File: src/rtl/shift_seq_pkg.sv
// Shared definitions for the multi-cycle shift sequencer: operation and
// state encodings, the fixed load-upper distance, and the per-cycle step
// amount helper.
package shift_pkg;

   typedef enum logic [1:0] {
      OP_SLL = 2'b00,
      OP_SRL = 2'b01,
      OP_SRA = 2'b10,
      OP_LUI = 2'b11
   } op_t;

   typedef enum logic [1:0] {
      S_IDLE = 2'd0,
      S_RUN  = 2'd1,
      S_DONE = 2'd2
   } state_t;

   // Load-upper is a left shift of the low half by a fixed 16 bits.
   localparam logic [4:0] LUI_SHAMT = 5'd16;

   // Bits to shift this cycle: the smaller of the step limit and what is left.
   function automatic logic [4:0] stepAmount(input logic [4:0] remaining,
                                             input logic [4:0] stepMax);
      return (remaining < stepMax) ? remaining : stepMax;
   endfunction

endpackage

File: src/rtl/shift_seq_if.sv
// Request/response bundle between the execute stage and the shift sequencer.
// The master issues requests and aborts; the slave reports status and result.
interface shift_seq_if;
   import shift_pkg::*;

   logic        start;
   op_t         op;
   logic [31:0] src;
   logic [4:0]  shamt;
   logic        clr;
   logic        ready;
   logic        busy;
   logic        done;
   logic [31:0] result;

   modport master (
      output start, op, src, shamt, clr,
      input  ready, busy, done, result
   );

   modport slave (
      input  start, op, src, shamt, clr,
      output ready, busy, done, result
   );

endinterface

File: src/rtl/shift_seq_step.sv
// Combinational single-step shifter: moves the working value by k bits in the
// direction implied by the operation. SRA fills vacated high bits with the
// latched operand sign rather than the current MSB.
module shift_step
   import shift_pkg::*;
(
   input  logic [31:0] value,
   input  logic [4:0]  k,
   input  op_t         op,
   input  logic        sign,
   output logic [31:0] shifted
);

   logic [31:0] fillMask;

   // High bits vacated by a right shift of k; OR-ed in for the SRA sign fill.
   assign fillMask = ~(32'hFFFF_FFFF >> k);

   // Select the shift direction and fill for the current operation.
   always_comb begin
      shifted = value << k;
      case (op)
         OP_SRL:  shifted = value >> k;
         OP_SRA:  shifted = (value >> k) | (sign ? fillMask : 32'h0);
         default: shifted = value << k;
      endcase
   end

endmodule

File: src/rtl/shift_seq.sv
// Multi-cycle shift sequencer. Accepts one shift or load-upper request per
// handshake, then iterates a small shifter STEP bits at a time until the shift
// amount is consumed, presenting the result with a one-cycle done pulse.
module shift_seq
   import shift_pkg::*;
#(
   parameter int STEP = 1   // bits per RUN cycle: 1, 2, 4, 8 or 16
)
(
   input  logic        clk,
   input  logic        reset,
   shift_seq_if.slave  bus
);

   localparam logic [4:0] STEP_K = 5'(STEP);

   state_t      stateReg;
   logic [31:0] workReg;
   logic [31:0] resultReg;
   logic [4:0]  remainingReg;
   op_t         opReg;
   logic        signReg;

   logic [4:0]  stepK;
   logic [4:0]  remainingNext;
   logic [31:0] shifted;
   logic [31:0] loadValue;
   logic [4:0]  loadRemaining;

   assign stepK         = stepAmount(remainingReg, STEP_K);
   assign remainingNext = remainingReg - stepK;

   // Operand and shift count captured on accept; LUI takes the zero-extended
   // low half and a fixed distance, ignoring shamt.
   assign loadValue     = (bus.op == OP_LUI) ? {16'h0, bus.src[15:0]} : bus.src;
   assign loadRemaining = (bus.op == OP_LUI) ? LUI_SHAMT : bus.shamt;

   shift_step uStep (
      .value   (workReg),
      .k       (stepK),
      .op      (opReg),
      .sign    (signReg),
      .shifted (shifted)
   );

   // Sequencer FSM: accept in IDLE/DONE, iterate in RUN, publish the result on
   // the edge entering DONE. clr aborts without touching the published result.
   always_ff @(posedge clk or negedge reset) begin
      if (!reset) begin
         stateReg     <= S_IDLE;
         workReg      <= 32'h0;
         resultReg    <= 32'h0;
         remainingReg <= 5'd0;
         opReg        <= OP_SLL;
         signReg      <= 1'b0;
      end else if (bus.clr) begin
         stateReg <= S_IDLE;
      end else begin
         case (stateReg)
            S_IDLE, S_DONE: begin
               if (bus.start) begin
                  workReg      <= loadValue;
                  opReg        <= bus.op;
                  signReg      <= bus.src[31];
                  remainingReg <= loadRemaining;
                  if (loadRemaining == 5'd0) begin
                     // Nothing to shift: the operand itself is the result.
                     resultReg <= loadValue;
                     stateReg  <= S_DONE;
                  end else begin
                     stateReg <= S_RUN;
                  end
               end else begin
                  stateReg <= S_IDLE;
               end
            end
            S_RUN: begin
               workReg      <= shifted;
               remainingReg <= remainingNext;
               if (remainingNext == 5'd0) begin
                  resultReg <= shifted;
                  stateReg  <= S_DONE;
               end
            end
            default: stateReg <= S_IDLE;
         endcase
      end
   end

   // Status outputs decode the registered state only; start never reaches them.
   assign bus.ready  = (stateReg == S_IDLE) || (stateReg == S_DONE);
   assign bus.busy   = (stateReg == S_RUN);
   assign bus.done   = (stateReg == S_DONE);
   assign bus.result = resultReg;

endmodule

File: src/flat_wrapper.sv
// flat-port wrapper written by rule: the top's interface ports become plain ports
module shift_seq_flat import shift_pkg::*;
#(
   parameter int STEP = 1                                          
)
  (clk, reset, bus_start, bus_op, bus_src, bus_shamt, bus_clr, bus_ready, bus_busy, bus_done, bus_result);
  shift_seq_if bus_i ();
  input  logic clk;
  input  logic reset;
  input wire logic [$bits(bus_i.start)-1:0] bus_start;
  input wire logic [$bits(bus_i.op)-1:0] bus_op;
  input wire logic [$bits(bus_i.src)-1:0] bus_src;
  input wire logic [$bits(bus_i.shamt)-1:0] bus_shamt;
  input wire logic [$bits(bus_i.clr)-1:0] bus_clr;
  output wire logic [$bits(bus_i.ready)-1:0] bus_ready;
  output wire logic [$bits(bus_i.busy)-1:0] bus_busy;
  output wire logic [$bits(bus_i.done)-1:0] bus_done;
  output wire logic [$bits(bus_i.result)-1:0] bus_result;
  assign bus_i.start = bus_start;
  assign bus_i.op = bus_op;
  assign bus_i.src = bus_src;
  assign bus_i.shamt = bus_shamt;
  assign bus_i.clr = bus_clr;
  assign bus_ready = bus_i.ready;
  assign bus_busy = bus_i.busy;
  assign bus_done = bus_i.done;
  assign bus_result = bus_i.result;
  shift_seq #(.STEP(STEP)) u_core (.clk(clk), .reset(reset), .bus(bus_i));
endmodule
File: config.mk
export PLATFORM = sky130hd
export DESIGN_NAME = shift_seq_flat
export DESIGN_NICKNAME = d
export VERILOG_FILES = /design/src/rtl/shift_seq_pkg.sv /design/src/rtl/shift_seq_if.sv /design/src/rtl/shift_seq_step.sv /design/src/rtl/shift_seq.sv /design/src/flat_wrapper.sv
export SDC_FILE = /design/constraint.sdc
export NUM_CORES = 1
export LEC_CHECK = 0
export CAP_MARGIN = 25
export CORE_MARGIN = 2
export CORE_UTILIZATION = 25
export CTS_CLUSTER_DIAMETER = 200
export CTS_CLUSTER_SIZE = 30
export DETAILED_ROUTE_END_ITERATION = 8
export GPL_ROUTABILITY_DRIVEN = 1
export SLEW_MARGIN = 30
export SYNTH_ARGS = -nofsm -noshare
export SYNTH_HDL_FRONTEND = slang
export SYNTH_SLANG_ARGS = --single-unit
File: constraint.sdc
create_clock -name clk -period 2.3 [get_ports clk]
set_input_delay 0.575 -clock clk [delete_from_list [all_inputs] [get_ports clk]]
set_output_delay 0.575 -clock clk [all_outputs]
set_load 0.02 [all_outputs]
# Yosys cells after proc, flatten, opt, wreduce, memory -nomap -nowiden
# Cells that the tools add are included.
# word_totals
output_inout_bits	35
reg_bits	74
wordCells	50
in_bits	43
# classes
bitwise	3
addsub	1
shifts	3
n_eq_ne	9
order_cmp	1
reduce_logical	9
mux	18
# ops
op	count
2-to-1 mux 32 bit	6
one-hot mux 32 bit (2 select lines)	3
NOT 32 bit	1
bitwise OR 32 bit	1
left shift 32 x 5 -> 32 bit	1
right shift 32 x 5 -> 32 bit	1
right shift 32 x 5 -> 32 bit (first input constant)	1
2-to-1 mux 5 bit	3
logical NOT 5 bit	2
one-hot mux 5 bit (2 select lines)	1
2-to-1 mux 2 bit	4
== test 2 bit (second input constant)	3
AND reduction 3 bit	2
< comparator 5 x 1 -> 1 bit (second input constant)	1
AND reduction 5 bit	1
subtractor 5 bit	1
== test 2 x 1 -> 1 bit (second input constant)	2
!= test 2 x 1 -> 1 bit (second input constant)	2
one-hot mux 2 bit (2 select lines)	1
!= test 3 x 2 -> 1 bit (second input constant)	1
logical NOT 2 bit	1
!= test 2 bit (second input constant)	1
nonzero test 2 bit	1
OR reduction 2 bit	1
2 further kinds	2

# Longest topological paths before layout
# logic_depth
ltp_word	9
depth_mapped	10
depth_no_buf	8

# Cells and area by module
# Synthesis repeated with hierarchy kept, for this count alone.
# hier_totals
cells_unflattened	840
hier_area_um2	7807.5
# modules_own_cells
module	n_inst	cells_per_inst	seq_area_each_um2	area_per_inst_um2
shift_step	1	539	0.0	4528.1
shift_seq	1	301	1851.8	3279.4

# Worst setup path before layout
# Ideal clock, no wire load.
# synth_path
path_type	reg2reg
start	reg u_core.remainingReg[4]
end	reg u_core.resultReg[31] (netlist: u_core.bus.result[31])
t_arrival_ns	1.880
path_stages_with_launch	10
required_time_ns	2.149
setup_time_ns	0.151
period_less_slack_ns	2.031
n_path_buf	3
path_slack_ns	0.269
cell_sequence	dfrtp_1 -> clkbuf_1 -> nor2_1 -> a21o_1 -> ha_1 -> nand3_1 -> o32ai_1 -> buf_2 -> clkbuf_1 -> a41oi_1
# synth_via
elab_chain_cells	9
word_cells_on_any_way	15
classes_between	add/sub (1); order compare (1); eq/ne (1); shift (3); mux (5); bitwise (2); reduce/logical (2)
# synth_rtl
item	line	text
start: declaration	shift_seq.sv:20	logic [4:0] remainingReg;
start signal: assignment	shift_seq.sv:65	remainingReg <= loadRemaining;
start signal: assignment	shift_seq.sv:79	remainingReg <= remainingNext;
< comparator 5 x 1 -> 1 bit	shift_seq_pkg.sv:25	return (remaining < stepMax) ? remaining : stepMax;
2-to-1 mux 5 bit	shift_seq_pkg.sv:25	
right shift 32 x 5 -> 32 bit	shift_seq_step.sv:17	assign fillMask = ~(32'hFFFF_FFFF >> k);
NOT 32 bit	shift_seq_step.sv:17	
2-to-1 mux 32 bit	shift_seq_step.sv:24	OP_SRA: shifted = (value >> k) | (sign ? fillMask : 32'h0);
bitwise OR 32 bit	shift_seq_step.sv:24	
one-hot mux 32 bit (2 select lines)	shift_seq_step.sv:22	case (op)
2-to-1 mux 32 bit	shift_seq.sv:80	if (remainingNext == 5'd0) begin
one-hot mux 32 bit (2 select lines)	shift_seq.sv:59	case (stateReg)
end signal: assignment	shift_seq.sv:68	resultReg <= loadValue;
end signal: assignment	shift_seq.sv:81	resultReg <= shifted;
end: declaration	shift_seq.sv:19	logic [31:0] resultReg;
# Several ways; a longest one is shown, not always the timed one. The select of a mux whose other input is x is not followed.
# A chain may end at the register's enable or synchronous reset.

# Worst setup path in the final report
# layout_path
start	reg u_core.stateReg[0]
end	out bus_done
# layout_via
elab_chain_cells	1
# layout_rtl
item	line	text
start: declaration	shift_seq.sv:17	state_t stateReg;
start signal: assignment	shift_seq.sv:50	stateReg <= S_IDLE;
start signal: assignment	shift_seq.sv:57	stateReg <= S_IDLE;
start signal: assignment	shift_seq.sv:69	stateReg <= S_DONE;
== test 2 bit	shift_seq.sv:93	assign bus.done = (stateReg == S_DONE);
end: declaration	flat_wrapper.sv:17	output wire logic [$bits(bus_i.done)-1:0] bus_done;
# No other way between the ends.

==> impl_metrics.ini <==
[placed_design]
place_hpwl_microns = 7830
routabilityCongestion = 0.782
dp_cells = 710
io_buffers = 77
post_dp_cell_area_sq_um = 5270

[logic_synthesis]
synth-main-ff-cell = dfrtp_1
synth_edf_count = 0
synth_cell_types = 35
synth_fp_nets = 479
synth_area_sq_um = 4110
syn_inst = 433
yosysWarnings = 0
syn_area_per_cell_sq_um = 9.49
synthArstFlopShare_pct = 100
ys_seq_area_share_pct = 45.1
synth_seq_cells = 74

[drt]
wl_microns = 11200
wl_per_cell_microns = 15.5
vias = 3477
drtAntennaViolNets = 0
dr.pass1.iters = 4
drc_errors = 0
vias_per_cell = 4.79
first_iter_violations = 151

[critical_path]
slowest_stage = clkdlybuf4s50_1
worst-setup-path-type = reg2out
crit_fanout = 4
critical_path_arrival_ns = 1.56
crit_chain = nor2b_1, clkdlybuf4s50_1
path_buf_inv = 1
critPathTopFamily = buffers and inverters
reg2reg_setup_slack_ns = 0.24
critPathMaxStageDelay_ns = 0.64
endpoint_kind = output pin
critical_path_required_ns = 1.73
start_kind = register

[cells_and_area]
syn2layout_area_growth_pct = 36.1
final_cell_mix = clkdlybuf4s50_1, dfrtp_1, nor2_1
stdcell_count = 726
layout.nets = 551
stdcell_area_sq_um = 5590
layout_commonest_cell = clkdlybuf4s50_1
diodes = 0
drive_above_1_share_pct = 20.4

[power]
power.internal_mw = 4.11
powerDensity_nw_per_um2 = 1150
switching_share_pct = 36.0
p_comb_share_pct = 42.7
seqPwrFrac_pct = 33.6
power.switching_mw = 2.31
clockPowerShare_pct = 23.7
power.static_leakage_nw = 2.07
power_mw = 6.42
ir_worst_vdd_mv = 0.631

[clock_network]
insertion_delay_ns = 0.34
cts_inserted_buffers = 9
cts_buffer_depth = 2
cts_sinks = 74
post_cts_buffers = 0
cts_tree = done
clockRootBuffer = clkbuf_16
htree_levels = 3
cts.reportedPaths.clkPinSlew_ns = 0.06

[floorplan]
die-area_sq_um = 17500
die_h_microns = 132
rows = 46
core-area_sq_um = 16000
start_util_pct = 25.7
fp.dieW_microns = 132
io_pins = 78

[global_routing]
grt_pass1_vias = 3511
overflow = 0
grt_max_degree = 62
grt_first_pass_wirelength_microns = 18600
track_usage_pct = 13.4
antenna_found_initial = 0

[sta]
rsz0062_at_grt = false
setup_viol = 0
slew_viol_final = 0
fmax_mhz = 469
fin_crit_ns = 2.13
hold_ws_ns = 0.217
finalHoldViolCount = 0
tightest_slew_ns = 0.579
fin_crit_sh_pct = 92.6
relSlewSlack_pct = 61.4
skew_ns = 0.00423

[run]
max_cap_violations = 0

[run_status]
outcome = finished clean

[worst_hold_path]
hold_class = in2async
-- final cells by class --
class | instances | area (sq um)
inverter | 5 | 18.8
clock buffer | 9 | 225
clock inverter | 7 | 93.8
multi-input combinational | 318 | 2110
timing repair buffer | 97 | 1020
fill | 1645 | 10400
tap | 216 | 270
sequential | 74 | 1850
-- worst reg2reg max path, cell delays in order, from the launching register on --
cell and delay (ns):
dfrtp_1 0.48, nor2_1 0.15, a21o_1 0.15, ha_1 0.19, nand3_1 0.18, o32ai_4 0.32, buf_12 0.26, nor2_1 0.07
a41oi_1 0.17
-- through the flow --
step	worst slack, ns	util [%]	setup TNS [ns]
global placement	-0.0304	32.6	-0.0573
finish	0.170	34.9	0
CTS	0.160	34.9	0
detailed placement	-0.0982	33.0	-0.968
floorplan	0.269	-	0
global route	0.0188	34.9	0
-- synthesized netlist by cell type, types with 2 or more instances --
cell	number	area, sq um
o21ai_0	6	30.0
ha_1	3	37.5
nor2b_1	29	181
nand3_1	4	20.0
a31oi_1	5	31.3
a22oi_1	3	22.5
inv_1	5	18.8
a21oi_1	68	340
a41oi_1	4	35.0
buf_1	5	18.8
o21ai_2	28	245
a2bb2oi_2	28	420
o2bb2ai_1	2	17.5
nor2_1	73	274
buf_4	3	22.5
nand2_1	20	75.1
buf_6	3	33.8
clkbuf_1	24	90.1
nor3_1	3	15.0
nand2b_1	2	12.5
a211oi_1	28	210
dfrtp_1	74	1850
-- routing by layer --
layer | part of all wire, % | GRT usage (%) | wire [microns] | vias up
li1 | - | - | - | 1715
met1 | 45 | 17.1 | 5090 | 1666
met2 | 49 | 22.5 | 5460 | 84
met3 | 5.0 | 3.27 | 559 | 12
met4 | 1.0 | 4.30 | 117 | 0
met5 | 0 | 0 | 0 | -
-- state kept, by name (all words and copies together) (netlist names) --
name,cells
u_core.workReg,32
u_core.opReg,2
u_core.signReg,1
u_core.bus.result,32
u_core.stateReg,2
u_core.remainingReg,5
-- path summary, 6_finish.rpt --
kind / startpoint / end / cells after the start
max in group asynchronous: reset / u_core.workReg[20] / 2
max reg2reg: u_core.remainingReg[4] / u_core.bus.result[31] / 8
min reg2reg: u_core.signReg / u_core.signReg / 1
min: reset / u_core.remainingReg[3] / 1
max: u_core.stateReg[0] / bus_done / 2
min in group clk: u_core.signReg / u_core.signReg / 1
-- repair_timing --
item                                    4_1_cts  5_1_grt
endpoints found under the setup margin        1        0
hold buffers                                  0        0
gates resized for setup                       1        0
endpoints found under the hold margin         0        0
-- power by group through the flow --
stage / logic [mW] / clock network, mW / registers [mW]
after floorplan: 1.44 / 0 / 2.43
after global placement: 2.70 / 0 / 2.15
after detailed placement: 2.77 / 0 / 2.17
after CTS: 2.78 / 1.55 / 2.16
after global routing: 3.00 / 1.63 / 2.22
final: 2.74 / 1.52 / 2.15
-- cells by family after synthesis --
family                     count (synthesis)  share of synthesized area, %
buffers and inverters                     41                          4.60
and+or+nand+nor                          137                          15.2
muxes                                      1                         0.274
adders and majority gates                  3                         0.914
DFF                                       74                          45.1
AOI/OAI and AO/OA                        177                          34.0
Power figures use the tool's default switching activity.
